--- src/rtl/result_packer.sv ---
// result_packer: packs 16-bit engine results into LANES-wide words queued in a show-ahead FIFO for DMA write-back
module result_packer #(
    parameter int LANES = 8,
    parameter int DEPTH = 4
) (
    input  logic                  clk,
    input  logic                  rst,
    input  logic                  start,
    input  logic [31:0]           base_addr,
    input  logic [15:0]           result,
    input  logic                  result_wr_en,
    input  logic                  op_done,
    input  logic                  wb_ready,
    output logic                  wb_valid,
    output logic [16*LANES-1:0]   wb_data,
    output logic [LANES-1:0]      wb_mask,
    output logic [31:0]           wb_addr,
    output logic                  full,
    output logic                  flush_done,
    output logic                  overflow,
    output logic [15:0]           word_count
);
    localparam int LW = LANES > 1 ? $clog2(LANES) : 1;
    localparam int PW = DEPTH > 1 ? $clog2(DEPTH) : 1;
    localparam int CW = $clog2(DEPTH + 1);

    typedef enum logic [1:0] {IDLE, RUN, FLUSH} state_t;

    state_t              state;
    logic [LW-1:0]       lane_cnt;
    logic [16*LANES-1:0] asm_data;
    logic [16*LANES-1:0] new_data;
    logic [LANES-1:0]    asm_mask;
    logic [LANES-1:0]    new_mask;
    logic                pend;
    logic [16*LANES-1:0] mem_data [DEPTH];
    logic [LANES-1:0]    mem_mask [DEPTH];
    logic [PW-1:0]       rd_ptr;
    logic [PW-1:0]       wr_ptr;
    logic [CW-1:0]       count;
    logic                wr_run;
    logic                lane_last;
    logic                push;
    logic                pop;
    logic                do_push;
    logic                drop;

    function automatic logic [PW-1:0] nxt(input logic [PW-1:0] p);
        return p == PW'(DEPTH - 1) ? '0 : p + 1'b1;
    endfunction

    assign wr_run    = state == RUN && result_wr_en;
    assign lane_last = lane_cnt == LW'(LANES - 1);
    assign push      = (wr_run && lane_last) || (state == FLUSH && pend);
    assign wb_valid  = count != '0;
    assign full      = count == CW'(DEPTH);
    assign pop       = wb_valid && wb_ready;
    assign do_push   = push && (!full || pop);
    assign drop      = push && !do_push;
    assign wb_data   = wb_valid ? mem_data[rd_ptr] : '0;
    assign wb_mask   = wb_valid ? mem_mask[rd_ptr] : '0;

    // Place the incoming result into its lane; lanes not yet filled read as zero in the assembled word
    always_comb begin
        new_data = '0;
        new_mask = asm_mask;
        for (int k = 0; k < LANES; k++) begin
            new_mask[k] = asm_mask[k] || (wr_run && lane_cnt == LW'(k));
            new_data[16*k +: 16] = !new_mask[k] ? 16'h0 :
                                   (wr_run && lane_cnt == LW'(k)) ? result : asm_data[16*k +: 16];
        end
    end

    // Control FSM with lane assembly, head address, word counter and status flags
    always_ff @(posedge clk) begin
        if (!rst) begin
            state      <= IDLE;
            lane_cnt   <= '0;
            asm_data   <= '0;
            asm_mask   <= '0;
            pend       <= 1'b0;
            wb_addr    <= '0;
            word_count <= '0;
            overflow   <= 1'b0;
            flush_done <= 1'b0;
        end else begin
            flush_done <= 1'b0;
            if (pop) begin
                wb_addr    <= wb_addr + 32'd16;
                word_count <= word_count + 1'b1;
            end
            if (drop)
                overflow <= 1'b1;
            case (state)
                IDLE: begin
                    if (start) begin
                        state      <= RUN;
                        wb_addr    <= base_addr;
                        lane_cnt   <= '0;
                        asm_mask   <= '0;
                        word_count <= '0;
                        overflow   <= 1'b0;
                    end else if (result_wr_en) begin
                        overflow <= 1'b1;
                    end
                end
                RUN: begin
                    if (result_wr_en) begin
                        asm_data <= new_data;
                        lane_cnt <= lane_last ? '0 : lane_cnt + 1'b1;
                        asm_mask <= lane_last ? '0 : new_mask;
                    end
                    if (op_done) begin
                        state <= FLUSH;
                        pend  <= wr_run ? !lane_last : lane_cnt != '0;
                    end
                end
                default: begin
                    if (result_wr_en)
                        overflow <= 1'b1;
                    if (pend) begin
                        pend     <= 1'b0;
                        lane_cnt <= '0;
                        asm_mask <= '0;
                    end else if (count == '0) begin
                        state      <= IDLE;
                        flush_done <= 1'b1;
                    end
                end
            endcase
        end
    end

    // FIFO pointers and occupancy; a push into a full FIFO lands only when the head pops in the same cycle
    always_ff @(posedge clk) begin
        if (!rst) begin
            rd_ptr <= '0;
            wr_ptr <= '0;
            count  <= '0;
        end else begin
            if (do_push)
                wr_ptr <= nxt(wr_ptr);
            if (pop)
                rd_ptr <= nxt(rd_ptr);
            count <= count + CW'(do_push) - CW'(pop);
        end
    end

    // FIFO storage; contents are only observable while the occupancy is nonzero
    always_ff @(posedge clk) begin
        if (do_push) begin
            mem_data[wr_ptr] <= new_data;
            mem_mask[wr_ptr] <= new_mask;
        end
    end
endmodule
--- config.mk ---
export PLATFORM = sky130hd
export DESIGN_NAME = result_packer
export DESIGN_NICKNAME = d
export VERILOG_FILES = /design/src/rtl/result_packer.sv
export SDC_FILE = /design/constraint.sdc
export NUM_CORES = 1
export LEC_CHECK = 0
export BUFFER_PORTS_ARGS = -buffer_cell sky130_fd_sc_hd__buf_4
export CAP_MARGIN = 20
export CORE_MARGIN = 5
export CORE_UTILIZATION = 54
export DETAILED_ROUTE_END_ITERATION = 10
export PLACE_DENSITY = 0.79
export SYNTH_ARGS = -nofsm -noshare
export SYNTH_HDL_FRONTEND = slang
export SYNTH_SLANG_ARGS = --single-unit
--- constraint.sdc ---
create_clock -name clk -period 5.6 [get_ports clk]
set_input_delay 1.12 -clock clk [delete_from_list [all_inputs] [get_ports clk]]
set_output_delay 1.12 -clock clk [all_outputs]
set_load 0.005 [all_outputs]
==> metrics.cfg <==
[job]
max_cap_violations = 0

[synthesis]
synth-seq-cells = 745
synth_commonest_cells = 544 x edfxtp_1, 326 x nand2_1, 201 x dfxtp_1
ys_seq_area_frac = 0.681
syn-num-nets = 2198
synth_cells = 2129
yosysMostFrequentCell = edfxtp_1
synth_cell_types = 57
synth_edf_count = 544
syn-cell-area_sq_um = 29900
synth_ff_type = edfxtp_1
postSynthAreaPerCell_sq_um = 14.0
synth_largest_area_cell = edfxtp_1
synth.top_cell.area_share = 0.547
async_flop_share = 0
synth.area.top_cells = edfxtp_1 55%, dfxtp_1 13%, mux4_2 10%
ys_warn_count = 0

[timing]
fin_ws_ns = 1.53
hold_violations = 0
fin_crit_ns = 4.07
max_freq_mhz = 246
setup_viol = 0
drv_slew = 0
tns_ns = 0
tightestPinTransition_ns = 1.08
fin_crit_sh = 0.726
rsz0062_at_grt = false
skew_ns = 0.0205
slew_headroom = 0.278

[final_layout]
fin_util = 0.635
drive_above_1_share = 0.231
fill_cells = 3841
antenna_cells = 0
fin_nets = 2398
finalNonFillerCells = 3137
design_area_sq_um = 34900
area_growth_pct = 16.8

[clock_tree]
clock_path_buffers = 3
cts_max_level = 3
clk_pin_slew_ns = 0.06
cts_buffers = 75
clock_sinks = 745
cts_hold_buf = 0
ctsRootBufferMaster = clkbuf_16
cts_tree = done
cts_resized = 0
post-cts-setup-buffer-count = 0
clk_latency_ns = 0.61

[placed_design]
post-place-cells = 2999
placed_area_sq_um = 32400
gp_congestion = 0.873
portBuffers = 241
dpl.hpwl_um = 43300
pre_cts_ws_ns = 2.09

[detailed_routing]
drtAntennaViolNets = 0
avgViaCountPerCell = 5.97
totalWireLength_um = 72000
first_pass_iters = 6
initialDrtViolationCount = 1772
via_count = 18700
routedWlPerCell_um = 23.0
drc = 0

[floorplan]
core_sq_um = 55000
ios = 242
fp.dieW_um = 245
fp.dieH_um = 245
fp.dieArea_sq_um = 60200
fp-row-count = 86
start_util = 0.544

[pwr]
p_per_area_nw_per_um2 = 404
ir_drop_uv = 243
power.static_leakage_nw = 12.5

[grt]
first_global_vias = 18900
grt_pass1_wl_um = 111000
grt_antenna_before_repair = 0
gr-total-overflow = 0
grt_max_degree = 121
grtUsageTotal = 0.238

[hold_path]
hold_class = reg -> reg

[setup_path]
end_kind = output port
crit_type = reg -> out
cp_max_fo = 58
cp_data_arrival_time_ns = 2.95
crit_required_ns = 4.48
start_kind = flop

[run_status]
status = finished, final reports clean

critical path, stage by stage (launching register included):
cell	delay (ns)
dfxtp_4	0.99
buf_4	0.57
mux4_2	0.43
and2_1	0.18
buf_4	0.13
metrics by stage:
stage          hold slack [ns]  total power [mW]
2_1_floorplan            0.447              7.79
5_1_grt                  0.474              14.7
3_3_place_gp             0.450              9.27
3_5_place_dp             0.454              9.31
6_report                 0.456              14.1
4_1_cts                  0.462              14.2
path summary, 6_finish.rpt:
kind,start,end,slack (ns),cells past startpoint
worst max-delay path,flop,wb_data[52],1.53,4
worst min-delay path,wb_addr[1]$_SDFFE_PN0P_,wb_addr[1]$_SDFFE_PN0P_,0.46,2
worst max register to register,lane_cnt[2]$_SDFFE_PN0P_,mem_mask[0][6]$_DFFE_PP_,2.52,5
worst min register to register,wb_addr[1]$_SDFFE_PN0P_,wb_addr[1]$_SDFFE_PN0P_,0.46,2
cells in the final DEF (no fill, tap or decap), types with 5 or more instances in the layout:
cell and n:
clkinv_2 11, a22o_1 32, clkinv_1 6, and2_1 141, clkbuf_1 20, o31ai_1 11
edfxtp_1 544, a21oi_1 119, buf_12 6, nor2_1 73, xnor2_1 14, and4_1 6
a311oi_1 6, dfxtp_1 199, buf_4 264, nor2b_1 8, clkbuf_16 78, nand3_1 22
xor2_1 6, a22oi_1 32, buf_6 5, nand2_1 326, or3_1 9, or2_2 8
and3_1 11, nor4_1 10, or4_1 9, inv_1 15, nand4_1 16, ha_1 14
o21ai_0 126, a211oi_1 5, mux4_2 136, a31oi_1 6, clkbuf_8 12, nor3_1 19
sequential cells by signal, indices dropped and copies added (netlist names), 2 cells and up, named ones only:
register,cells
asm_data,128
word_count,16
mem_data,512
wr_ptr,2
state,2
asm_mask,8
mem_mask,32
rd_ptr,2
lane_cnt,3
wb_addr,32
count,3
layout make-up:
cell class	count	area, sq um	area share
flip-flops and latches	745	20400	0.584
multi-input cells	1214	8910	0.255
clock buffers	110	2190	0.0628
repair buffers	277	2190	0.0627
well taps	748	936	0.0268
clock inverters	27	248	0.00710
inverters	16	62.6	0.00179
where the power goes:
part	internal (mW)	switching (mW)
logic	1.71	1.36
registers	5.91	0.165
clock network	2.90	2.04
per-layer routing:
layer / track usage / vias up / wire length (um)
met1: 0.327 / 9373 / 27800
met4: 0.0731 / 0 / 1850
met3: 0.0493 / 117 / 7010
met2: 0.389 / 880 / 35400
li1: - / 8353 / -
met5: 0 / - / 0
kinds of logic after synthesis:
| logic type | share of synthesized area |
|---|---|
| buffers and inverters | 0.0224 |
| AND/OR/NAND/NOR | 0.108 |
| multiplexers | 0.103 |
| AO/OA/AOI/OAI | 0.0723 |
| adder cells (fa/ha/maj) | 0.00653 |
| XOR/XNOR | 0.00586 |
| flip-flops | 0.681 |
No activity file was read; power rests on OpenSTA's default activity.
